==> config.mk <==
export PLATFORM = sky130hd
export DESIGN_NAME = mnist_frame_loader
export DESIGN_NICKNAME = d
export VERILOG_FILES = /design/src/rtl/mnist_frame_loader.sv
export SDC_FILE = /design/constraint.sdc
export NUM_CORES = 1
export LEC_CHECK = 0
export BUFFER_PORTS_ARGS = -buffer_cell sky130_fd_sc_hd__buf_4
export CORE_MARGIN = 2
export CORE_UTILIZATION = 47
export CTS_CLUSTER_DIAMETER = 50
export DETAILED_ROUTE_END_ITERATION = 7
export PLACE_DENSITY_LB_ADDON = 0.08
export SLEW_MARGIN = 40
export SYNTH_ARGS = -nofsm -noshare
export SYNTH_HDL_FRONTEND = slang
export SYNTH_SLANG_ARGS = --single-unit
==> constraint.sdc <==
create_clock -name clk -period 2.1 [get_ports clk]
set_input_delay 0.42 -clock clk [delete_from_list [all_inputs] [get_ports clk]]
set_output_delay 0.42 -clock clk [all_outputs]
set_load 0.01 [all_outputs]
==> src/rtl/mnist_frame_loader.sv <==
// mnist_frame_loader
// Takes a byte stream of four 28x28 images, writes each pixel into the MNIST
// runner's image memory, waits for the classifier to settle, then returns the
// four classified digits as ASCII result bytes.
// Optional build macro: MNIST_LOADER_THRESHOLD_EN binarizes each pixel against
// THRESHOLD before it is written (default build passes bytes through raw).
module mnist_frame_loader #(
    parameter int         PIXELS         = 784,
    parameter int         DIGITS         = 4,
    parameter int         RESULT_LATENCY = 8,
    parameter logic [7:0] THRESHOLD      = 8'd128
) (
    input  logic       clk,
    input  logic       rst,
    input  logic       in_valid,
    output logic       in_ready,
    input  logic [7:0] in_data,
    output logic       write_enable,
    output logic [1:0] write_digit,
    output logic [9:0] write_addr,
    output logic [7:0] write_data,
    input  logic [3:0] digit [0:3],
    output logic       out_valid,
    input  logic       out_ready,
    output logic [7:0] out_data,
    output logic       busy
);

    localparam int WAIT_W = (RESULT_LATENCY > 1) ? $clog2(RESULT_LATENCY) : 1;

    typedef enum logic [1:0] {
        LOAD = 2'd0,
        WAIT = 2'd1,
        SEND = 2'd2
    } state_t;

    state_t            state;
    state_t            state_next;
    logic [9:0]        pix_cnt;
    logic [1:0]        dig_cnt;
    logic [WAIT_W-1:0] wait_cnt;
    logic [1:0]        res_idx;
    logic [3:0]        snapshot [0:3];
    logic [3:0]        res_sel;
    logic [7:0]        pixel_val;
    logic              accept;
    logic              out_fire;
    logic              pix_last;
    logic              frame_last;

    assign accept     = in_valid && in_ready;
    assign out_fire   = out_valid && out_ready;
    assign pix_last   = (pix_cnt == 10'(PIXELS - 1));
    assign frame_last = pix_last && (dig_cnt == 2'(DIGITS - 1));
    assign res_sel    = snapshot[res_idx];

`ifdef MNIST_LOADER_THRESHOLD_EN
    assign pixel_val = (in_data >= THRESHOLD) ? 8'h01 : 8'h00;
`else
    assign pixel_val = in_data;
`endif

    // State register; reset always lands in LOAD.
    always_ff @(posedge clk) begin
        if (rst) begin
            state <= LOAD;
        end else begin
            state <= state_next;
        end
    end

    // Next-state decode: full frame -> WAIT, settle count done -> SEND, last result -> LOAD.
    always_comb begin
        state_next = state;
        case (state)
            LOAD: begin
                if (accept && frame_last) begin
                    state_next = WAIT;
                end
            end
            WAIT: begin
                if (wait_cnt == '0) begin
                    state_next = SEND;
                end
            end
            SEND: begin
                if (out_fire && (res_idx == 2'd3)) begin
                    state_next = LOAD;
                end
            end
            default: state_next = LOAD;
        endcase
    end

    // Handshake outputs come straight from the state register (and rst for in_ready).
    always_comb begin
        in_ready  = (state == LOAD) && !rst;
        out_valid = (state == SEND);
        out_data  = 8'h00;
        if (state == SEND) begin
            out_data = (res_sel <= 4'd9) ? (8'h30 + {4'h0, res_sel}) : 8'h3F;
        end
    end

    // Pixel/digit counters, runner write port, settle counter, snapshot and result index.
    always_ff @(posedge clk) begin
        if (rst) begin
            pix_cnt      <= '0;
            dig_cnt      <= '0;
            wait_cnt     <= '0;
            res_idx      <= '0;
            write_enable <= 1'b0;
            write_digit  <= '0;
            write_addr   <= '0;
            write_data   <= '0;
            busy         <= 1'b0;
            for (int i = 0; i < 4; i++) begin
                snapshot[i] <= '0;
            end
        end else begin
            write_enable <= accept;
            if (accept) begin
                write_digit <= dig_cnt;
                write_addr  <= pix_cnt;
                write_data  <= pixel_val;
                if (pix_last) begin
                    pix_cnt <= '0;
                    dig_cnt <= dig_cnt + 2'd1;
                end else begin
                    pix_cnt <= pix_cnt + 10'd1;
                end
            end

            if ((state == LOAD) && (state_next == WAIT)) begin
                wait_cnt <= WAIT_W'(RESULT_LATENCY - 1);
            end else if ((state == WAIT) && (wait_cnt != '0)) begin
                wait_cnt <= wait_cnt - 1'b1;
            end

            if ((state == WAIT) && (wait_cnt == '0)) begin
                for (int i = 0; i < 4; i++) begin
                    snapshot[i] <= digit[i];
                end
            end

            if (out_fire) begin
                res_idx <= res_idx + 2'd1;
            end

            busy <= (state_next != LOAD);
        end
    end

endmodule

---- Word-level counts from Yosys, hierarchy flattened ----
Memory sizes are Yosys's and may differ from the RTL's. A register that Yosys moved wholly into a read port is not among the register bits.
Index checks and enable logic that the tools add are counted.
operators by class
  add/subtract/negate cells ............... 5
  $lt $le $gt $ge ......................... 1
  equal/unequal tests ..................... 6
  muxes and demuxes ....................... 20
  bitwise logic cells ..................... 4
  reduce and logical (&&, ||, !) cells .... 16
operator list
  cell                                                                   number
  4-bit 2-to-1 mux                                                       4
  7-bit 2-to-1 mux                                                       2
  10-bit by 1-bit adder with 10-bit output, second input constant        1
  10-bit equality test, second input constant                            1
  10-bit 2-to-1 mux                                                      1
  2-bit 2-to-1 mux                                                       5
  1-bit logical AND                                                      9
  6-bit by 4-bit adder with 7-bit output, first input constant           1
  2-bit equality test, second input constant                             3
  3-bit 2-to-1 mux                                                       2
  2-bit case mux with 3 select lines                                     1
  1-bit 2-to-1 mux                                                       5
  2-bit by 1-bit adder with 2-bit output, second input constant          2
  2-bit by 1-bit equality test with 1-bit output, second input constant  2
  4-bit <= comparator, second input constant                             1
  1-bit OR                                                               4
  2-bit nonzero test                                                     2
  3-bit zero test                                                        1
  3-bit nonzero test                                                     1
  3-bit by 1-bit subtractor with 3-bit output, second input constant     1
  2-bit zero test                                                        1
  2-bit AND reduction                                                    1
  1-bit zero test                                                        1
storage, ports and cells
  register bits after elaboration ......... 41
  memory bits (writable) .................. 16
  bits of input ports ..................... 28
  output and inout port bits .............. 32
  memories ................................ 1
memories
  memory    words  bits a word  rd ports  clocked after Yosys merged registers in  write ports  RTL line  RTL
  snapshot  4      4            1         1                                        4            43        logic [3:0] snapshot [0:3];

---- Logic depth before layout (Yosys ltp) ----
  word-level depth ........................ 9
  depth in mapped cells ................... 6
  gate-level depth less buffers ........... 6

---- Least setup slack after synthesis ----
OpenSTA, ideal clock, no wires.
  kind .................................... in2reg
  start point ............................. input rst
  end point ............................... register busy
  setup time .............................. 74 ps
  arrival ................................. 2137 ps
  required time ........................... 2026 ps
  setup slack ............................. -111 ps
  stages on the path ...................... 4
  path buffers ............................ 0
  path through ............................ or4b_4 or4_4 or4b_4 a31oi_1
between the ends
  longest elaborated chain between the ends .. 7
ends and longest elaborated chain
  what                                RTL line  RTL
  from (decl)                         14        input logic rst,
  1-bit zero test                     97        in_ready = (state == LOAD) && !rst;
  1-bit logical AND                   97
  1-bit logical AND                   51        assign accept = in_valid && in_ready;
  1-bit logical AND                   77        if (accept && frame_last) begin
  2-bit 2-to-1 mux                    77
  2-bit case mux with 3 select lines  75        case (state)
  2-bit nonzero test                  150       busy <= (state_next != LOAD);
  to (signal assigned)                150
  to (decl)                           26        output logic busy
Several ways; a longest one is shown, not always the timed one.
A chain may end at the register's enable or synchronous reset.

---- Worst setup path in the final report ----
  start point ............................. register pix_cnt[5]
  end point ............................... register wait_cnt[1]
between the ends
  longest elaborated chain between the ends .. 8
  elaborated cells between the ends (all ways) .. 9
  classes of those cells .................. eq/ne: 2; mux: 3; reduce/logical: 4
ends and longest elaborated chain
  what                                                    RTL line  RTL
  from (decl)                                             39        logic [9:0] pix_cnt;
  from (signal assigned)                                  130       pix_cnt <= pix_cnt + 10'd1;
  10-bit equality test (*)                                53        assign pix_last = (pix_cnt == 10'(PIXELS - 1));
  1-bit logical AND (*)                                   54        assign frame_last = pix_last && (dig_cnt == 2'(DIGITS - 1));
  1-bit logical AND (*)                                   77
  2-bit 2-to-1 mux (*)                                    77
  2-bit case mux with 3 select lines (*)                  75
  2-bit by 1-bit equality test with 1-bit output (*)      134       if ((state == LOAD) && (state_next == WAIT)) begin
  1-bit logical AND (*)                                   134
  3-bit 2-to-1 mux or 2-bit nonzero test (tied branches)  n/a
  to (signal assigned)                                    135       wait_cnt <= WAIT_W'(RESULT_LATENCY - 1);
  to (signal assigned)                                    137       wait_cnt <= wait_cnt - 1'b1;
  to (decl)                                               41        logic [WAIT_W-1:0] wait_cnt;
Every way passes the cells marked *; elsewhere a longest branch is shown, timed or not.

==> metrics.txt <==
detailed-route via count=between 1,500 and 2,000; CP dominant cell by count=or4b_4; EDFF count, synth=16; endpoints failing hold=0; core area=5110 µm²; clock tree sinks=59; Post-Syn Instances=247; Overall Power=roughly 2.4 mW; asr flop ratio synth=0%; root buffer cell=clkbuf_8; first-pass GRT wire length=approximately 8.3 mm; initial antenna violation count=0; DRT Pass-1 Iters=4; CP max stage cell=or4_4; GPL Wtd Cong=~0.8; Syn-to-layout area delta=32.7%; Hold Crit Class=in2reg; Synth top area share=between 30% and 40%; fill count=449; status=complete, but fails checks; Max Clock Skew=between 0.008 and 0.009 ns; num ports=60; GRT Util Overall=between 10% and 20%; WP data required=between 2 and 2.5 ns; Fmax=~460 MHz; Synth Register Bits=59; Final setup viols=5; Via density=4.77; PortBufs=57; share of cells above drive strength 1=about a third; Peak VDD IR=about 0.00048 V; CP arrival=about 2.4 ns; failing checks=negative setup slack; post-synthesis sequential area ratio=between 50% and 60%; CTS H-tree depth=3; 1st-iter DRT viols=86; vias in the first global route=about 1,800; worst skew pair latency=around 0.33 ns; Pleak=between 1 and 1.5 nW; DIE AREA=about 5900 µm²; number of nets with antenna violations after routing=0; synthesized area per cell=~10 µm²; Starting Density=between 40 and 50%; total wire length=4.87 mm; total gr overflow=0; most common library cell in the layout ignoring fill and taps=buf_4; min Tclk post-route=2.17 ns; Final Max Slew Viols=0; setup TNS=-0.261 ns; HPWL after detailed placement=about 3.2 mm; critical path class=reg2reg; setup ws final=-0.0740 ns; CTS Buffer Depth=2; CP endpoint kind=register; Die Ht=approximately 77 µm; Rows=26; largest net degree at the start of global routing=38; slowest stage delay, CP=about 0.55 ns; DRC Markers=0; Pwr Density=roughly 720 nW/µm²; layout net count=~350; most frequent cells in the layout=75 x buf_4, 47 x nand2_1, 39 x dfxtp_1; ant diodes=0; top_reg_cell synth=dfxtp_1; period utilization=104%; final hold slack=0.265 ns; Wirelength per Cell=12.3 µm; Crit Path Max Fanout=5; Ys Warns=0; CTS tree=built; crit path cell chain=or4b_4, or4_4, or4b_4, a31oi_1; Area contributors post-synth=dfxtp_1 35%, edfxtp_1 19%, nand2_1 7.1%; Syn Std Cell Area=2470 µm²; DP Area=3060 µm²; clock-pin transition on the worst setup and hold timing paths=roughly 0.070 ns; setup repair after global routing missed its margin=true; post-synthesis cell type count=35; Startpoint Class=register; total CTS buffers=9; leading area contributor after synthesis=dfxtp_1; die width=76.6 µm; Max-Cap Viols=0; Design Area, Final=~3300 µm²
## routing by layer
metal  global-route usage, %  vias up  routed length, µm
met5                       0        -                  0
met4                    6.00        0                 69
met3                    7.82        9                263
met2                    29.0       41               2250
met1                    22.8      861               2280
li1                        -      974                  -
## Yosys cell counts, drive strengths merged (2+ instances only)
master and count:
xor2 8, nor2 16, nand4 2, ha 5, a31oi 2, a21oi 13
nand3b 18, xnor2 4, buf 4, nor3 4, mux4 4, o21ai 2
edfxtp 16, and2 17, inv 7, nand2 47, or4b 4, nand3 6
dfxtp 43, clkbuf 10, nand2b 4
## path summary, 6_finish.rpt
check	startpoint	cells after the start	endpoint	slack, ns
max	pix_cnt[5]	4	wait_cnt[1]	-0.07
min	in_data[4]	3	write_data[4]	0.27
min reg2reg	write_addr[0]	2	write_addr[0]	0.46
max reg2reg	pix_cnt[5]	4	wait_cnt[1]	-0.07
## stage by stage
stage | cells | setup WS [ns] | utilization (%)
floorplan | 248 | -0.0744 | -
global placement | 378 | -0.137 | 59.8
detailed placement | 378 | -0.168 | 59.8
CTS | 394 | -0.0484 | 63.8
global route | 395 | -0.118 | 64.3
finish | 395 | -0.0740 | 64.3
## critical path: cells and delay by family (launching register included)
family | cells | cell delay (ns)
AND/OR/NAND/NOR | 3 | 1.62
flip-flops | 1 | 0.32
AO/OA/AOI/OAI | 1 | 0.16
## state kept, by name, indices dropped and copies added, names as in the netlist, named ones only
name	flops
state	2
busy	1
write_enable	1
dig_cnt	2
write_digit	2
pix_cnt	10
wait_cnt	3
res_idx	2
write_data	8
snapshot	16
write_addr	10
## report_power, final
group	total, mW	switching, mW	internal [mW]
clock	1.01	0.430	0.579
combinational	0.145	0.0681	0.0773
sequential	1.20	0.0101	1.19
total	2.35	0.508	1.85
## timing repair
item / CTS / global route
hold buffers: 0 / 0
pin swaps: 1 / 2
resized for setup: 4 / 5
buffers inserted: 0 / 1
endpoints found under the setup margin: 9 / 16
## kinds of logic after synthesis
group / Yosys count / synth area share [%]
buf+inv: 21 / 3.79
mux: 5 / 4.04
fa+ha+maj: 5 / 2.53
compound gates: 19 / 4.15
xor+xnor: 12 / 4.25
flops: 59 / 54.2
other cells: 1 / 0.152
simple gates: 125 / 26.9
## cell type report
type / instances / area, µm² / area share [%]
Inverter: 7 / 26.3 / 0.800
Clock inverter: 4 / 50.0 / 1.52
Sequential cell: 59 / 1350 / 41.1
Timing Repair Buffer: 75 / 563 / 17.1
Clock buffer: 12 / 145 / 4.42
Tap cell: 70 / 87.6 / 2.67
Multi-Input combinational cell: 168 / 1060 / 32.4
Note: power is estimated with default switching activity, not from simulation.
